## src/rtl/regfile_port_arbiter.sv

```systemverilog
// Two-client arbiter/sequencer for the 64 x 32 register file: one write or dual read per cycle.
// Define RF_ARB_FIXED_PRIO_EN for client-0 fixed priority with starvation relief; default is round-robin.
module regfile_port_arbiter #(
  parameter int ADDR_W       = 6,
  parameter int DATA_W       = 32,
  parameter int STARVE_LIMIT = 4
) (
  input  logic              clk,
  input  logic              reset,
  input  logic              c0_req,
  input  logic              c0_we,
  input  logic [ADDR_W-1:0] c0_rd,
  input  logic [ADDR_W-1:0] c0_rs,
  input  logic [ADDR_W-1:0] c0_rt,
  input  logic [DATA_W-1:0] c0_wdata,
  input  logic              c1_req,
  input  logic              c1_we,
  input  logic [ADDR_W-1:0] c1_rd,
  input  logic [ADDR_W-1:0] c1_rs,
  input  logic [ADDR_W-1:0] c1_rt,
  input  logic [DATA_W-1:0] c1_wdata,
  output logic              c0_gnt,
  output logic              c1_gnt,
  output logic              c0_rvalid,
  output logic              c1_rvalid,
  output logic [DATA_W-1:0] c0_rs_data,
  output logic [DATA_W-1:0] c0_rt_data,
  output logic [DATA_W-1:0] c1_rs_data,
  output logic [DATA_W-1:0] c1_rt_data,
  output logic              rf_write,
  output logic [ADDR_W-1:0] rf_rd,
  output logic [ADDR_W-1:0] rf_rs,
  output logic [ADDR_W-1:0] rf_rt,
  output logic [DATA_W-1:0] rf_data_in,
  input  logic [DATA_W-1:0] rf_rs_out,
  input  logic [DATA_W-1:0] rf_rt_out
);

  typedef enum logic {CLIENT0, CLIENT1} client_e;

  if (STARVE_LIMIT < 1 || STARVE_LIMIT > 15) begin : g_bad_starve_limit
    $error("STARVE_LIMIT must be within 1..15");
  end

  logic              issue_valid;
  logic              issue_read;
  client_e           issue_client;
  logic              grant;
  logic              sel_we;
  logic [ADDR_W-1:0] sel_rd;
  logic [ADDR_W-1:0] sel_rs;
  logic [ADDR_W-1:0] sel_rt;
  logic [DATA_W-1:0] sel_wdata;
  logic              cap_c0;
  logic              cap_c1;

`ifdef RF_ARB_FIXED_PRIO_EN
  logic [3:0] starve_cnt;
  logic       starved;

  assign starved = (starve_cnt >= 4'(STARVE_LIMIT));

  always_comb begin
    c1_gnt = ~reset & c1_req & (~c0_req | starved);
    c0_gnt = ~reset & c0_req & ~c1_gnt;
  end

  // Counts only cycles where client 1 is actively waiting; saturates rather than wrapping.
  always_ff @(posedge clk or posedge reset) begin
    if (reset) begin
      starve_cnt <= '0;
    end else if (c1_gnt || !c1_req) begin
      starve_cnt <= '0;
    end else if (starve_cnt != '1) begin
      starve_cnt <= starve_cnt + 4'd1;
    end
  end
`else
  client_e last_served;

  always_comb begin
    c0_gnt = ~reset & c0_req & (~c1_req | (last_served == CLIENT1));
    c1_gnt = ~reset & c1_req & (~c0_req | (last_served == CLIENT0));
  end

  always_ff @(posedge clk or posedge reset) begin
    if (reset) begin
      last_served <= CLIENT1;
    end else if (c0_gnt) begin
      last_served <= CLIENT0;
    end else if (c1_gnt) begin
      last_served <= CLIENT1;
    end
  end
`endif

  always_comb begin
    grant     = c0_gnt | c1_gnt;
    sel_we    = c1_gnt ? c1_we    : c0_we;
    sel_rd    = c1_gnt ? c1_rd    : c0_rd;
    sel_rs    = c1_gnt ? c1_rs    : c0_rs;
    sel_rt    = c1_gnt ? c1_rt    : c0_rt;
    sel_wdata = c1_gnt ? c1_wdata : c0_wdata;
    cap_c0    = issue_valid & issue_read & (issue_client == CLIENT0);
    cap_c1    = issue_valid & issue_read & (issue_client == CLIENT1);
  end

  // Issue stage: command registers drive the register file for the cycle after the grant.
  always_ff @(posedge clk or posedge reset) begin
    if (reset) begin
      issue_valid  <= 1'b0;
      issue_read   <= 1'b0;
      issue_client <= CLIENT0;
      rf_write     <= 1'b0;
      rf_rd        <= '0;
      rf_rs        <= '0;
      rf_rt        <= '0;
      rf_data_in   <= '0;
    end else begin
      issue_valid <= grant;
      if (grant) begin
        issue_read   <= ~sel_we;
        issue_client <= c1_gnt ? CLIENT1 : CLIENT0;
        rf_write     <= sel_we;
        rf_rd        <= sel_rd;
        rf_rs        <= sel_rs;
        rf_rt        <= sel_rt;
        rf_data_in   <= sel_wdata;
      end else begin
        rf_write <= 1'b0;
      end
    end
  end

  // Capture stage: the register file has resolved the read on the falling edge in between.
  always_ff @(posedge clk or posedge reset) begin
    if (reset) begin
      c0_rvalid  <= 1'b0;
      c1_rvalid  <= 1'b0;
      c0_rs_data <= '0;
      c0_rt_data <= '0;
      c1_rs_data <= '0;
      c1_rt_data <= '0;
    end else begin
      c0_rvalid <= cap_c0;
      c1_rvalid <= cap_c1;
      if (cap_c0) begin
        c0_rs_data <= rf_rs_out;
        c0_rt_data <= rf_rt_out;
      end
      if (cap_c1) begin
        c1_rs_data <= rf_rs_out;
        c1_rt_data <= rf_rt_out;
      end
    end
  end

endmodule

```

## config.mk

```make
export PLATFORM = sky130hd
export DESIGN_NAME = regfile_port_arbiter
export DESIGN_NICKNAME = d
export VERILOG_FILES = /design/src/rtl/regfile_port_arbiter.sv
export SDC_FILE = /design/constraint.sdc
export NUM_CORES = 1
export LEC_CHECK = 0
export ABC_AREA = 1
export BUFFER_PORTS_ARGS = -buffer_cell sky130_fd_sc_hd__buf_2
export CAP_MARGIN = 15
export CORE_MARGIN = 5
export CORE_UTILIZATION = 38
export DETAILED_ROUTE_END_ITERATION = 7
export PLACE_DENSITY = 0.67
export SYNTH_ARGS = -nofsm -noshare
export SYNTH_HDL_FRONTEND = slang
export SYNTH_SLANG_ARGS = --single-unit
export TNS_END_PERCENT = 5
```

## constraint.sdc

```tcl
create_clock -name clk -period 8.7 [get_ports clk]
set_input_delay 0.87 -clock clk [delete_from_list [all_inputs] [get_ports clk]]
set_output_delay 0.87 -clock clk [all_outputs]
set_load 0.01 [all_outputs]
```

==> impl_summary.md <==
Power
The design draws 2.86 mW. The share of total power dissipated in the clock network is 0.266. The switching fraction of total power is 0.348. Internal power comes to 1.87 mW. In this run the power spent charging and discharging nets is 0.995 mW. The share of power burned in registers is 0.449. The peak ir drop on the vdd network is 0.000106 V. The static leakage is 5.97 nW.

Dividing total power by cell area gives a power density of about 280 nW/um2. The fraction of power consumed by combinational cells is 0.285.

Cells and area
The final instance count without filler cells is 1,495. The multi-input combinational cells in the finished layout cover a total of roughly 2400 um2. The signed area change from the synthesized netlist to the final layout is 32.2%. The final net count is 1,381. The finished cells cover 10,300 um2. The layout has 1,955 filler cells. The fraction of layout cells with a size suffix above 1 is 0.328. Registers take 4630 um2.

Clock network
The number of buffers inserted for hold repair after clock tree synthesis is 0. The buffer type at the clock tree root is sky130_fd_sc_hd__clkbuf_16. TritonCTS built the clock tree.

Clock-pin slew was measured on the worst setup and hold paths at around 0.070 ns. The total clock buffers created by CTS is 17. The number of setup buffers added after CTS is 0. The maximum buffer depth of the clock tree is 2. The number of gates resized after CTS was 0. The total number of H-tree levels is 4. At the later pin of the worst-skew pair, clock insertion delay measures around 0.42 ns. The total number of clock tree sinks is 185.

Setup path
The category of the worst setup path capture point is an output port. The timing startpoint of the critical path is reset. In this run the worst path has a maximum fanout of slightly above 60. Counting cells, the worst reg-to-reg path comes to 7. The arrival time reported for the critical path endpoint is 1.91 ns. The required time of the critical path is 7.83 ns. The startpoint identified for the worst register-to-register timing path is last_served$_DFFE_PP1P_.

The capture instance of the worst register-to-register path is rf_data_in[22]$_DFFE_PP0P_. The slack of the worst reg-to-reg path is between 6 and 7 ns. The critical setup path kind is input pin to output port. The worst setup path is launched from an input pin.

Global routing
The number of global-route vias before repair is 6,800. The initial antenna violation count is 1. After global routing the overflow that remains totals 0. Entering global routing, the biggest net connects 108 pins. The first global-routing pass estimated 35.4 mm of wire.

The aggregate global-route resource usage is 0.184.

Detailed routing
The detailed-route vias per instance is 4.60. The average routed wire per standard cell is 14.8 um. The detailed router's first-iteration violation count is 338. Summing over every cut layer, the via total after detailed routing is 6,880. The remaining routing DRC violations is 0. Before antenna repair, the detailed router went through 5 iterations. In this run the remaining antenna-violating nets after routing total 0.

After detailed routing, the total wire length is 22.2 mm.

Logic synthesis
The average instance in the mapped netlist occupies ~9 um2. The Yosys step of the flow raised 0 warnings. Yosys attributes the largest share of cell area to sky130_fd_sc_hd__dfrtp_1, sky130_fd_sc_hd__nand2_1, sky130_fd_sc_hd__o21ai_0. After synthesis the cells add up to 7790 um2.

The largest total area in the synthesized netlist belongs to sky130_fd_sc_hd__dfrtp_1. The cell count after synthesis came out at 885. The register bit count reported by yosys is between 150 and 200. Counting distinct cell types in the post-synthesis netlist gives 18. The area fraction of the dominant cell type after synthesis is 0.591. The sequential fraction of the synthesis area is 0.595. The synthesized net count is roughly 1,100.

Floorplanning
The die is 153 um tall. The initial utilization of the core area, before any placement, comes to 0.385. The die is 153 um wide.

The floorplan row count is 52. The total area inside the core boundary comes to 20,200 um2. The number of primary I/O pins is 353. The area enclosed by the die boundary is 23,500 um2.

Worst hold path
The worst hold-check path type is flip-flop to flip-flop. The startpoint identified for the worst hold timing path is rf_rt[5]$_DFFE_PP0P_. The worst hold path terminates at rf_rt[5]$_DFFE_PP0P_. The worst hold path was traced through 2 stages.

STA
The worst max-slew margin expressed relative to the limit is 0.369. The max-slew violation count was 0. For the pin with the worst max-slew slack, the measured transition is 0.947 ns. Setup repair after global routing left no endpoint under its margin. The clock skew after layout is between 0.01 and 0.015 ns. The hold violation total from the final report is 0.

Setup violations remaining at the end of the flow were counted as 0. In the finished design, the share of the clock period the worst path needs comes to 0.320. Setup total negative slack on the finished layout was measured at 0 ns. The maximum clock frequency is roughly 360 MHz. Counting I/O delays and the setup requirement, the final critical path takes around 2.8 ns.

Placed design
At the end of routability-driven placement, the weighted congestion stood at roughly 0.86. Once detailed placement completed, the half-perimeter wirelength came to 16.1 mm. Buffers placed on the I/O ports in this run total roughly 350. Including well taps, the total number of placed cells is 1,462. The post-placement cell area is 9690 um2.

Status
The flow ran to the end, and the final reports show no timing, DRC or antenna violations.

Flow run
The number of violations of the max-capacitance limit is 0.
## placed cells by master, fill, tap and decap left out, types with 2 or more instances in the layout
| cell type | instances |
|---|---|
| sky130_fd_sc_hd__buf_2 | 352 |
| sky130_fd_sc_hd__buf_4 | 8 |
| sky130_fd_sc_hd__clkbuf_16 | 17 |
| sky130_fd_sc_hd__clkinv_4 | 3 |
| sky130_fd_sc_hd__clkinv_8 | 4 |
| sky130_fd_sc_hd__dfrtp_1 | 184 |
| sky130_fd_sc_hd__inv_1 | 121 |
| sky130_fd_sc_hd__inv_2 | 2 |
| sky130_fd_sc_hd__inv_6 | 4 |
| sky130_fd_sc_hd__inv_8 | 3 |
| sky130_fd_sc_hd__nand2_1 | 285 |
| sky130_fd_sc_hd__nand3_1 | 51 |
| sky130_fd_sc_hd__nand3_4 | 2 |
| sky130_fd_sc_hd__nand3b_1 | 50 |
| sky130_fd_sc_hd__o21ai_0 | 130 |
## stage by stage
| step | util | hold slack (ns) | setup WS [ns] |
|---|---|---|---|
| floorplan | - | 0.471 | 4.03 |
| detailed placement | 0.479 | 0.460 | 5.86 |
| global route | 0.508 | 0.495 | 5.72 |
| CTS | 0.508 | 0.480 | 5.85 |
| global placement | 0.479 | 0.460 | 5.86 |
| finish | 0.509 | 0.473 | 5.92 |
## per-layer routing
layer,routed length (um),global-route usage
met5,13,0
met4,542,0.0636
met3,1970,0.0608
met2,10500,0.296
met1,9150,0.236
## power by group through the flow
stage          registers, mW  clock network (mW)  logic, mW
6_report                1.29               0.761      0.814
5_1_grt                 1.32               0.817      0.911
4_1_cts                 1.29               0.783      0.832
3_5_place_dp            1.30                   0      0.830
3_3_place_gp            1.30                   0      0.814
2_1_floorplan           1.42                   0      0.274
## registers in the layout (all words and copies together) (netlist names), 6 cells and up
| signal | cells |
|---|---|
| c0_rt_data | 32 |
| rf_rt | 6 |
| c1_rs_data | 32 |
| rf_data_in | 32 |
| c0_rs_data | 32 |
| c1_rt_data | 32 |
| rf_rs | 6 |
| rf_rd | 6 |
## worst max-delay path, stage by stage
cell and delay (ns):
sky130_fd_sc_hd__buf_2 0.14, sky130_fd_sc_hd__clkinv_4 0.45, sky130_fd_sc_hd__nand3_2 0.25, sky130_fd_sc_hd__inv_1 0.05
sky130_fd_sc_hd__buf_2 0.13
## synth_stat cells
library cell / number
sky130_fd_sc_hd__nand2_1: 285
sky130_fd_sc_hd__dfrtp_1: 184
sky130_fd_sc_hd__o21ai_0: 130
sky130_fd_sc_hd__inv_1: 121
sky130_fd_sc_hd__nand3_1: 53
sky130_fd_sc_hd__nand3b_1: 50
sky130_fd_sc_hd__buf_2: 22
sky130_fd_sc_hd__clkbuf_1: 20
sky130_fd_sc_hd__buf_4: 5
sky130_fd_sc_hd__buf_6: 5
sky130_fd_sc_hd__inv_2: 3
sky130_fd_sc_hd__a21oi_1: 1
sky130_fd_sc_hd__buf_1: 1
sky130_fd_sc_hd__dfstp_2: 1
sky130_fd_sc_hd__nand3_2: 1
sky130_fd_sc_hd__nor2_1: 1
sky130_fd_sc_hd__nor2_4: 1
sky130_fd_sc_hd__o21ai_4: 1
## logic make-up after synthesis
| kind of cell | count (synthesis) | share of synthesized area |
|---|---|---|
| simple gates | 391 | 0.223 |
| flops | 185 | 0.595 |
| buf+inv | 177 | 0.0961 |
| compound gates | 132 | 0.0863 |
## worst max-delay path by stage
stage / to / cells after the start / slack (ns)
4_1_cts: c1_gnt / 5 / 5.85
3_3_place_gp: c1_gnt / 5 / 5.86
2_1_floorplan: c1_gnt / 4 / 4.03
5_1_grt: c1_gnt / 5 / 5.72
6_report: c1_gnt / 5 / 5.92
3_5_place_dp: c1_gnt / 5 / 5.86
## cell type report
| cell class | count | share of cell area |
|---|---|---|
| flip-flops and latches | 185 | 0.450 |
| multi-input cells | 523 | 0.236 |
| repair buffers | 360 | 0.177 |
| inverters | 124 | 0.0457 |
| clock buffers | 18 | 0.0427 |
| well taps | 270 | 0.0328 |
| clock inverters | 14 | 0.0152 |
| diodes | 1 | 0.000243 |
Note: power is estimated with default switching activity, not from simulation.
